**src/rtl/aes_result_writer_512_if.sv**
```systemverilog
`default_nettype none
// ============================================================================
// Module      : aes_result_writer_512_if
// Description : Job-control, result-FIFO and memory-write bus bundle for the
//               512-bit AES result writer.
// Revision    : 1.0  initial release
// ============================================================================
interface aes_result_writer_512_if #(
    parameter int DW = 512,
    parameter int AW = 32,
    parameter int LW = 16
);
    logic          cfg_start;
    logic [AW-1:0] cfg_addr;
    logic [LW-1:0] cfg_len;
    logic          busy;
    logic          done;
    logic          err;

    logic          fifo_empty;
    logic          fifo_rd_en;
    logic [DW-1:0] fifo_data;

    logic          mem_req;
    logic          mem_req_ack;
    logic [AW-1:0] mem_addr;
    logic [6:0]    mem_blen;
    logic          mem_wvalid;
    logic          mem_wready;
    logic [DW-1:0] mem_wdata;
    logic          mem_wlast;
    logic          mem_bvalid;
    logic          mem_berr;

    // Writer side
    modport master (
        input  cfg_start, cfg_addr, cfg_len, fifo_empty, fifo_data,
               mem_req_ack, mem_wready, mem_bvalid, mem_berr,
        output busy, done, err, fifo_rd_en, mem_req, mem_addr, mem_blen,
               mem_wvalid, mem_wdata, mem_wlast
    );

    // Controller / buffer / memory side
    modport slave (
        output cfg_start, cfg_addr, cfg_len, fifo_empty, fifo_data,
               mem_req_ack, mem_wready, mem_bvalid, mem_berr,
        input  busy, done, err, fifo_rd_en, mem_req, mem_addr, mem_blen,
               mem_wvalid, mem_wdata, mem_wlast
    );
endinterface
`default_nettype wire

```
**src/rtl/aes_result_writer_512.sv**
```systemverilog
`default_nettype none
// ============================================================================
// Module      : aes_result_writer_512
// Description : Pops 512-bit result lines and writes them to memory as
//               4 KiB-safe incrementing bursts. Optional per-128-bit-lane byte
//               reversal of write data under AES_RESULT_WRITER_BSWAP_EN.
// Revision    : 1.0  initial release
// ============================================================================
module aes_result_writer_512 #(
    parameter int DW        = 512,
    parameter int AW        = 32,
    parameter int LW        = 16,
    parameter int BURST_MAX = 16
) (
    input  wire logic                  clk,
    input  wire logic                  rst,
    aes_result_writer_512_if.master    bus
);

    typedef enum logic [1:0] {
        S_IDLE = 2'd0,
        S_REQ  = 2'd1,
        S_DATA = 2'd2,
        S_RESP = 2'd3
    } state_t;

    state_t        state_q;
    logic [AW-1:0] addr_q;
    logic [LW-1:0] rem_q;
    logic [6:0]    blen_q;
    logic [6:0]    fetched_q;
    logic [6:0]    sent_q;
    logic [1:0]    ent_q;
    logic          pend_q;
    logic [DW-1:0] skid0_q;
    logic [DW-1:0] skid1_q;
    logic          busy_q;
    logic          done_q;
    logic          err_q;
    logic          req_q;

    logic [AW-1:0] start_addr_d;
    logic [AW-1:0] addr_d;
    logic [6:0]    start_beats_d;
    logic [6:0]    next_beats_d;
    logic          wvalid_d;
    logic          deq_d;
    logic [2:0]    occ_d;
    logic          rd_en_d;

    // Beats in the next burst: BURST_MAX, job remainder, or distance to 4 KiB edge.
    function automatic logic [6:0] f_burst(input logic [5:0] page_beat,
                                           input logic [LW-1:0] rem);
        logic [6:0] b;
        logic [6:0] to4k;
        to4k = 7'd64 - {1'b0, page_beat};
        b    = 7'(BURST_MAX);
        if (to4k < b)
            b = to4k;
        if (rem < LW'(b))
            b = rem[6:0];
        return b;
    endfunction

    assign start_addr_d  = bus.cfg_addr & ~AW'(63);
    assign addr_d        = addr_q + (AW'(blen_q + 7'd1) << 6);
    assign start_beats_d = f_burst(start_addr_d[11:6], bus.cfg_len);
    assign next_beats_d  = f_burst(addr_d[11:6], rem_q);

    // A beat leaving the skid this cycle frees its slot for the read issued now.
    assign wvalid_d = (state_q == S_DATA) && (ent_q != 2'd0);
    assign deq_d    = wvalid_d && bus.mem_wready;
    assign occ_d    = {1'b0, ent_q} + {2'b0, pend_q} - {2'b0, deq_d};
    assign rd_en_d  = (state_q == S_DATA) && !bus.fifo_empty &&
                      (fetched_q <= blen_q) && (occ_d < 3'd2);

    always_ff @(posedge clk) begin
        if (rst) begin
            state_q   <= S_IDLE;
            addr_q    <= '0;
            rem_q     <= '0;
            blen_q    <= '0;
            fetched_q <= '0;
            sent_q    <= '0;
            ent_q     <= '0;
            pend_q    <= 1'b0;
            skid0_q   <= '0;
            skid1_q   <= '0;
            busy_q    <= 1'b0;
            done_q    <= 1'b0;
            err_q     <= 1'b0;
            req_q     <= 1'b0;
        end else begin
            done_q <= 1'b0;
            pend_q <= rd_en_d;
            if (rd_en_d)
                fetched_q <= fetched_q + 7'd1;
            if (deq_d)
                sent_q <= sent_q + 7'd1;

            if (pend_q && deq_d) begin
                if (ent_q == 2'd2) begin
                    skid0_q <= skid1_q;
                    skid1_q <= bus.fifo_data;
                end else begin
                    skid0_q <= bus.fifo_data;
                end
            end else if (deq_d) begin
                skid0_q <= skid1_q;
                ent_q   <= ent_q - 2'd1;
            end else if (pend_q) begin
                if (ent_q == 2'd0)
                    skid0_q <= bus.fifo_data;
                else
                    skid1_q <= bus.fifo_data;
                ent_q <= ent_q + 2'd1;
            end

            case (state_q)
                S_IDLE: begin
                    // busy lingers through the done cycle so a same-cycle start is refused
                    if (done_q)
                        busy_q <= 1'b0;
                    if (bus.cfg_start && !busy_q && !done_q) begin
                        err_q <= 1'b0;
                        if (bus.cfg_len == '0) begin
                            done_q <= 1'b1;
                        end else begin
                            addr_q  <= start_addr_d;
                            blen_q  <= start_beats_d - 7'd1;
                            rem_q   <= bus.cfg_len - LW'(start_beats_d);
                            req_q   <= 1'b1;
                            busy_q  <= 1'b1;
                            state_q <= S_REQ;
                        end
                    end
                end
                S_REQ: begin
                    if (bus.mem_req_ack) begin
                        req_q     <= 1'b0;
                        fetched_q <= '0;
                        sent_q    <= '0;
                        state_q   <= S_DATA;
                    end
                end
                S_DATA: begin
                    if (deq_d && (sent_q == blen_q))
                        state_q <= S_RESP;
                end
                S_RESP: begin
                    if (bus.mem_bvalid) begin
                        if (bus.mem_berr || (rem_q == '0)) begin
                            if (bus.mem_berr)
                                err_q <= 1'b1;
                            done_q  <= 1'b1;
                            state_q <= S_IDLE;
                        end else begin
                            addr_q  <= addr_d;
                            blen_q  <= next_beats_d - 7'd1;
                            rem_q   <= rem_q - LW'(next_beats_d);
                            req_q   <= 1'b1;
                            state_q <= S_REQ;
                        end
                    end
                end
                default: state_q <= S_IDLE;
            endcase
        end
    end

    assign bus.busy       = busy_q;
    assign bus.done       = done_q;
    assign bus.err        = err_q;
    assign bus.fifo_rd_en = rd_en_d;
    assign bus.mem_req    = req_q;
    assign bus.mem_addr   = addr_q;
    assign bus.mem_blen   = blen_q;
    assign bus.mem_wvalid = wvalid_d;
    assign bus.mem_wlast  = wvalid_d && (sent_q == blen_q);

`ifdef AES_RESULT_WRITER_BSWAP_EN
    for (genvar l = 0; l < DW / 128; l++) begin : g_lane
        for (genvar b = 0; b < 16; b++) begin : g_byte
            assign bus.mem_wdata[l*128 + b*8 +: 8] = skid0_q[l*128 + (15-b)*8 +: 8];
        end
    end
`else
    assign bus.mem_wdata = skid0_q;
`endif

endmodule
`default_nettype wire

```
**src/flat_wrapper.sv**
```systemverilog
// flat-port wrapper written by rule: the top's interface ports become plain ports
module aes_result_writer_512_flat 
#(
    parameter int DW        = 512,
    parameter int AW        = 32,
    parameter int LW        = 16,
    parameter int BURST_MAX = 16
)
  (clk, rst, bus_cfg_start, bus_cfg_addr, bus_cfg_len, bus_fifo_empty, bus_fifo_data, bus_mem_req_ack, bus_mem_wready, bus_mem_bvalid, bus_mem_berr, bus_busy, bus_done, bus_err, bus_fifo_rd_en, bus_mem_req, bus_mem_addr, bus_mem_blen, bus_mem_wvalid, bus_mem_wdata, bus_mem_wlast);
  aes_result_writer_512_if #(.DW(DW), .AW(AW), .LW(LW)) bus_i ();
  input  wire logic clk;
  input  wire logic rst;
  input wire logic [$bits(bus_i.cfg_start)-1:0] bus_cfg_start;
  input wire logic [$bits(bus_i.cfg_addr)-1:0] bus_cfg_addr;
  input wire logic [$bits(bus_i.cfg_len)-1:0] bus_cfg_len;
  input wire logic [$bits(bus_i.fifo_empty)-1:0] bus_fifo_empty;
  input wire logic [$bits(bus_i.fifo_data)-1:0] bus_fifo_data;
  input wire logic [$bits(bus_i.mem_req_ack)-1:0] bus_mem_req_ack;
  input wire logic [$bits(bus_i.mem_wready)-1:0] bus_mem_wready;
  input wire logic [$bits(bus_i.mem_bvalid)-1:0] bus_mem_bvalid;
  input wire logic [$bits(bus_i.mem_berr)-1:0] bus_mem_berr;
  output wire logic [$bits(bus_i.busy)-1:0] bus_busy;
  output wire logic [$bits(bus_i.done)-1:0] bus_done;
  output wire logic [$bits(bus_i.err)-1:0] bus_err;
  output wire logic [$bits(bus_i.fifo_rd_en)-1:0] bus_fifo_rd_en;
  output wire logic [$bits(bus_i.mem_req)-1:0] bus_mem_req;
  output wire logic [$bits(bus_i.mem_addr)-1:0] bus_mem_addr;
  output wire logic [$bits(bus_i.mem_blen)-1:0] bus_mem_blen;
  output wire logic [$bits(bus_i.mem_wvalid)-1:0] bus_mem_wvalid;
  output wire logic [$bits(bus_i.mem_wdata)-1:0] bus_mem_wdata;
  output wire logic [$bits(bus_i.mem_wlast)-1:0] bus_mem_wlast;
  assign bus_i.cfg_start = bus_cfg_start;
  assign bus_i.cfg_addr = bus_cfg_addr;
  assign bus_i.cfg_len = bus_cfg_len;
  assign bus_i.fifo_empty = bus_fifo_empty;
  assign bus_i.fifo_data = bus_fifo_data;
  assign bus_i.mem_req_ack = bus_mem_req_ack;
  assign bus_i.mem_wready = bus_mem_wready;
  assign bus_i.mem_bvalid = bus_mem_bvalid;
  assign bus_i.mem_berr = bus_mem_berr;
  assign bus_busy = bus_i.busy;
  assign bus_done = bus_i.done;
  assign bus_err = bus_i.err;
  assign bus_fifo_rd_en = bus_i.fifo_rd_en;
  assign bus_mem_req = bus_i.mem_req;
  assign bus_mem_addr = bus_i.mem_addr;
  assign bus_mem_blen = bus_i.mem_blen;
  assign bus_mem_wvalid = bus_i.mem_wvalid;
  assign bus_mem_wdata = bus_i.mem_wdata;
  assign bus_mem_wlast = bus_i.mem_wlast;
  aes_result_writer_512 #(.DW(DW), .AW(AW), .LW(LW), .BURST_MAX(BURST_MAX)) u_core (.clk(clk), .rst(rst), .bus(bus_i));
endmodule
```
**config.mk**
```make
export PLATFORM = sky130hd
export DESIGN_NAME = aes_result_writer_512_flat
export DESIGN_NICKNAME = d
export VERILOG_FILES = /design/src/rtl/aes_result_writer_512_if.sv /design/src/rtl/aes_result_writer_512.sv /design/src/flat_wrapper.sv
export SDC_FILE = /design/constraint.sdc
export NUM_CORES = 2
export LEC_CHECK = 0
export CAP_MARGIN = 20
export CORE_AREA = 2 2 434 436
export DETAILED_ROUTE_END_ITERATION = 8
export DIE_AREA = 0 0 436 438
export GPL_TIMING_DRIVEN = 0
export PLACE_DENSITY = 0.49
export SLEW_MARGIN = 25
export SYNTH_ARGS = -nofsm -noshare
export SYNTH_HDL_FRONTEND = slang
export SYNTH_SLANG_ARGS = --single-unit
```
**constraint.sdc**
```tcl
create_clock -name clk -period 7.09 [get_ports clk]
set_input_delay 1.418 -clock clk [delete_from_list [all_inputs] [get_ports clk]]
set_output_delay 1.418 -clock clk [all_outputs]
set_load 0.01 [all_outputs]
```
==> results <==
- Across the routed clock network, the largest skew measured is 0.05135 ns.
- After floorplanning, the core was sized to cover 0.1866 mm².
- STA classifies the critical path startpoint as an input pin.
- Clock-pin slew was measured on the worst setup and hold paths at 0.06 ns.
- The final worst slack is 0.3154 ns.
- A synthesized cell averages 7.674 µm².
- The final count of hold timing violations is 0.
- The flow ran to the end, and the final reports show no timing, DRC or antenna violations.
- The synthesized design devotes to its leading area cell type 48.33% of total area.
- The clock tree synthesis step divided the H-tree into 4 levels.
- The cell occurring most often along the worst timing path is sky130_fd_sc_hd__ha_1.
- The number of buffers added on ports is 1112.
- The first detailed-routing pass ran for 5 iterations.
- Net switching is 32.14% of the power.
- The maximum number of pins on one net before global-route repair is 17.
- The number of placement rows is 159.
- The fraction of final layout cells with drive strength greater than 1 is 4.267%.
- Ranked by instance count, the synthesized netlist is headed by sky130_fd_sc_hd__nand2_1 (2106), sky130_fd_sc_hd__dfxtp_1 (1096), sky130_fd_sc_hd__nor2_1 (590).
- The sink count of the clock tree is 1096.
- The floorplan die height is 438 µm.
- The endpoint class of the critical path is a flop.
- The post-route non-filler standard cell count is 9830.
- The placed instances occupy a cell area of 0.05989 mm².
- The die footprint is 0.1910 mm².
- The tool flagged a number of max-cap violations equal to 0.
- The number of flops mapped to enable cells by yosys is 0.
- The most area-hungry cell type in the Yosys netlist is sky130_fd_sc_hd__dfxtp_1.
- The number of antenna violations at the first check in global routing is 88.
- TritonCTS built the clock tree.
- The first global-routing pass estimated 331800 µm of wire.
- In this run the worst hold path is classified as reg2reg.
- The worst-case setup slack after placement is -0.6014 ns.
- Registers are responsible for 37.6% of the overall power.
- The cell chosen for the clock root is sky130_fd_sc_hd__clkbuf_16.
- The arrival time of the worst setup path is 7.46 ns.
- In this run the horizontal extent of the chip is 436 µm.
- The leakage power figure is 21.40 nW.
- The placed cell count is 9539.
- The final instance area is 0.06464 mm².
- The remaining routing DRC violations is 0.
- The final layout contains 7804 nets.
- The number of buffers inserted by hold repair at cts is 0.
- The worst path uses 95.55% of the clock period.
- The switching component of the power is 0.005996 W.
- The proportion of synthesized chip area in sequential cells is 48.33%.
- The most used standard cell by instance count after synthesis is sky130_fd_sc_hd__nand2_1.
- The weighted congestion reported at the end of routability-driven placement is 0.9288.
- Counting distinct cell types in the post-synthesis netlist gives 83.
- Once detail routing completed, the nets flagged for antenna violations numbered 0.
- The clock insertion delay at the later pin of the skew report is 0.79 ns.
- The first-iteration detailed-routing DRC count is 3370.
- The cell-internal power is 0.01266 W.
- The category of the critical setup timing path is in2reg.
- The total power is 0.01865 W.
- Clock tree synthesis inserted a total of 135 buffers.
- The worst endpoint required time is 7.78 ns.
- For this block, the via count after detailed routing is 48168.
- The mapped cell area is 0.04540 mm².
- Measured against its own limit, the worst slew margin works out to 31.11%.
- At the pin with the least slew margin, the transition time is 1.033 ns.
- Derived from the worst setup path, the maximum achievable clock frequency is 0.1476 GHz.
- On the worst path, the slowest cell contributes a delay of 0.64 ns.
- Of all nets on the critical path, the largest fanout is 6.
- The average via count per standard cell is 4.900.
- The most common flop cell mapped by yosys is sky130_fd_sc_hd__dfxtp_1.
- Yosys attributes the largest share of cell area to sky130_fd_sc_hd__dfxtp_1 (48%), sky130_fd_sc_hd__nand2_1 (17%), sky130_fd_sc_hd__a311oi_1 (10%).
- In this run the power density over the cells is 288.6 mW/mm².
- Summing all multi-input logic gate instances after layout gives 0.02145 mm².
- The via count of the first global-routing pass is 46005.
- The maximum VDD drop is 203.6 µV.
- Subtracting the final worst setup slack from the clock period gives 6.775 ns.
- The deepest clock path buffer count is 3.
- The cell with the largest stage delay on the worst path is sky130_fd_sc_hd__clkdlybuf4s50_1.
- In the global route stage, overall resource usage came out at 23.53%.
- The sequential cells in the finished layout cover a total of 0.02195 mm².
- The routed length per placed instance is 23.85 µm.
- From synthesis to final layout, the design area changed by 42.39%.
- The total number of yosys warnings is 0.
- Once the floorplan was initialized, standard cells occupied 24.33% of the core.
- The fraction of synthesis flops using an asynchronous set or reset pin is 0%.
- For the final routed database, the setup TNS stands at 0 ns.
- Counting flops and latches in the post-synthesis netlist gives 1096.
- 1126 I/O pins were placed.
- The signal on the critical path passes through clkdlybuf4s50_1 -> inv_1 -> ha_1 -> nor3b_1 -> mux2i_1 -> and2_1 -> clkbuf_1 -> ha_1 -> a2111oi_1 -> nand4_1 -> a211o_1 -> and4_1 -> or2_2 -> ha_1 -> fa_1 -> nor2b_1 -> o21ai_0 -> a21boi_0 -> o21ai_0 -> a21boi_2 -> nor4_1 -> xnor2_1 -> a211oi_1 -> and3_1.
- The share of power burned in the clock network is 38.1%.
- Combinational cells account for 24.3% of the total power.
- The final global-route overflow total is 0.
- Setup violations remaining at the end of the flow were counted as 0.
- In the synthesized netlist, the number of instances is 5916.
- The max-slew violation total from the final report is 0.
- The layout filler cell count is 19857.
- Summed over all layers, the routed wires come to 234400 µm.
- The HPWL after detailed placement is 182000 µm.
-- final cells by class --
cell class              count  area share [%]
well taps                2495           4.829
flip-flops and latches   1096           33.95
plain buffers             499           2.990
multi-input cells        4274           33.18
clock inverters            49          0.8362
clock buffers             194           6.227
repair buffers           1123           17.50
diodes                     47          0.1819
inverters                  53          0.3078
-- worst max-delay path: cells and delay by family --
| kind | cells | cell delay (ns) |
|---|---|---|
| fa+ha+maj | 4 | 1.04 |
| buf+inv | 3 | 0.97 |
| compound gates | 7 | 1.84 |
| mux | 1 | 0.15 |
| simple gates | 8 | 1.74 |
| xor+xnor | 1 | 0.30 |
-- cell usage in the layout (no fill, tap or decap), types with 8 or more instances in the layout --
| cell | count |
|---|---|
| sky130_fd_sc_hd__nand2b_1 | 9 |
| sky130_fd_sc_hd__mux2i_1 | 16 |
| sky130_fd_sc_hd__a22oi_1 | 14 |
| sky130_fd_sc_hd__o21ai_0 | 43 |
| sky130_fd_sc_hd__xor2_1 | 20 |
| sky130_fd_sc_hd__clkbuf_1 | 480 |
| sky130_fd_sc_hd__conb_1 | 9 |
| sky130_fd_sc_hd__nor2b_1 | 8 |
| sky130_fd_sc_hd__nand4_1 | 13 |
| sky130_fd_sc_hd__nor4_1 | 14 |
| sky130_fd_sc_hd__dfxtp_1 | 1093 |
| sky130_fd_sc_hd__clkdlybuf4s50_1 | 1112 |
| sky130_fd_sc_hd__a31oi_1 | 8 |
| sky130_fd_sc_hd__a211oi_1 | 27 |
| sky130_fd_sc_hd__clkbuf_16 | 139 |
| sky130_fd_sc_hd__or3_1 | 9 |
| sky130_fd_sc_hd__o22ai_1 | 12 |
| sky130_fd_sc_hd__o211ai_1 | 12 |
| sky130_fd_sc_hd__inv_1 | 52 |
| sky130_fd_sc_hd__a21oi_1 | 560 |
| sky130_fd_sc_hd__clkbuf_2 | 23 |
| sky130_fd_sc_hd__buf_1 | 9 |
| sky130_fd_sc_hd__o21a_1 | 12 |
| sky130_fd_sc_hd__and3_1 | 12 |
| sky130_fd_sc_hd__nor3_1 | 37 |
| sky130_fd_sc_hd__nand3_1 | 31 |
| sky130_fd_sc_hd__clkbuf_8 | 34 |
| sky130_fd_sc_hd__ha_1 | 50 |
| sky130_fd_sc_hd__clkinv_2 | 26 |
| sky130_fd_sc_hd__nor2_1 | 589 |
| sky130_fd_sc_hd__nand2_1 | 2106 |
| sky130_fd_sc_hd__a311oi_1 | 517 |
| sky130_fd_sc_hd__diode_2 | 47 |
| sky130_fd_sc_hd__xnor2_1 | 21 |
-- routing by layer --
metal | up-vias | wire length [µm] | track usage (%) | part of all wire [%]
li1 | 22808 | - | - | -
met1 | 23180 | 95050 | 28.10 | 41
met2 | 1718 | 111200 | 38.65 | 47
met3 | 438 | 15280 | 5.640 | 6.5
met4 | 24 | 12720 | 13.32 | 5.4
met5 | - | 162 | 0 | 0.069
-- path summary, 6_finish.rpt --
path | startpoint | endpoint | slack, ns | cells past startpoint
setup reg to reg | u_core.bus.mem_blen[0]$_SDFFE_PP0P_ | u_core.rem_q[8]$_SDFFE_PP0P_ | 0.52 | 25
setup / recovery | bus_cfg_addr[7] | u_core.rem_q[12]$_SDFFE_PP0P_ | 0.32 | 24
hold / removal | u_core.skid1_q[490]$_SDFFE_PP0P_ | u_core.bus.mem_wdata[490]$_SDFFE_PP0P_ | 0.44 | 2
hold reg to reg | u_core.skid1_q[490]$_SDFFE_PP0P_ | u_core.bus.mem_wdata[490]$_SDFFE_PP0P_ | 0.44 | 2
-- state kept, by name, summed over array words and instances (netlist names) --
signal                count
u_core.sent_q             7
u_core.bus.mem_blen       7
u_core.fetched_q          7
u_core.bus.mem_req        1
u_core.bus.mem_wdata    512
u_core.rem_q             16
u_core.bus.busy           1
u_core.pend_q             1
u_core.bus.err            1
u_core.ent_q              2
u_core.bus.done           1
u_core.skid1_q          512
u_core.bus.mem_addr      26
u_core.state_q            2
-- repair_timing --
item,in CTS,in global routing
resized for setup,0,16
setup endpoints to repair,0,12
buffers inserted,0,1
-- cells by family (layout without fill, tap and decap cells) --
kind of cell / Yosys count / in the layout / synth area share (%)
other: 2 / 56 / 0.01654
DFF: 1096 / 1096 / 48.33
buffers and inverters: 553 / 1918 / 4.641
muxes: 17 / 17 / 0.3858
adders and majority gates: 54 / 54 / 1.554
xor gates and xnor gates: 41 / 41 / 0.7910
and+or+nand+nor: 2874 / 2874 / 24.75
AOI/OAI and AO/OA: 1279 / 1279 / 19.53
-- stage by stage --
stage,hold WS [ns],utilization (%)
global placement,0.4414,31.98
global route,0.4654,34.64
detailed placement,0.4465,32.10
finish,0.4412,34.64
floorplan,0.4366,-
CTS,0.4361,34.54
-- power groups by stage --
stage | registers, W | clock network (W) | logic, W
2_1_floorplan | 0.00715 | 0 | 0.00216
3_3_place_gp | 0.00712 | 0 | 0.00442
3_5_place_dp | 0.00712 | 0 | 0.00445
4_1_cts | 0.00699 | 0.00727 | 0.00448
5_1_grt | 0.00705 | 0.00751 | 0.00487
6_report | 0.00701 | 0.00711 | 0.00453
Note: power is estimated with default switching activity, not from simulation.
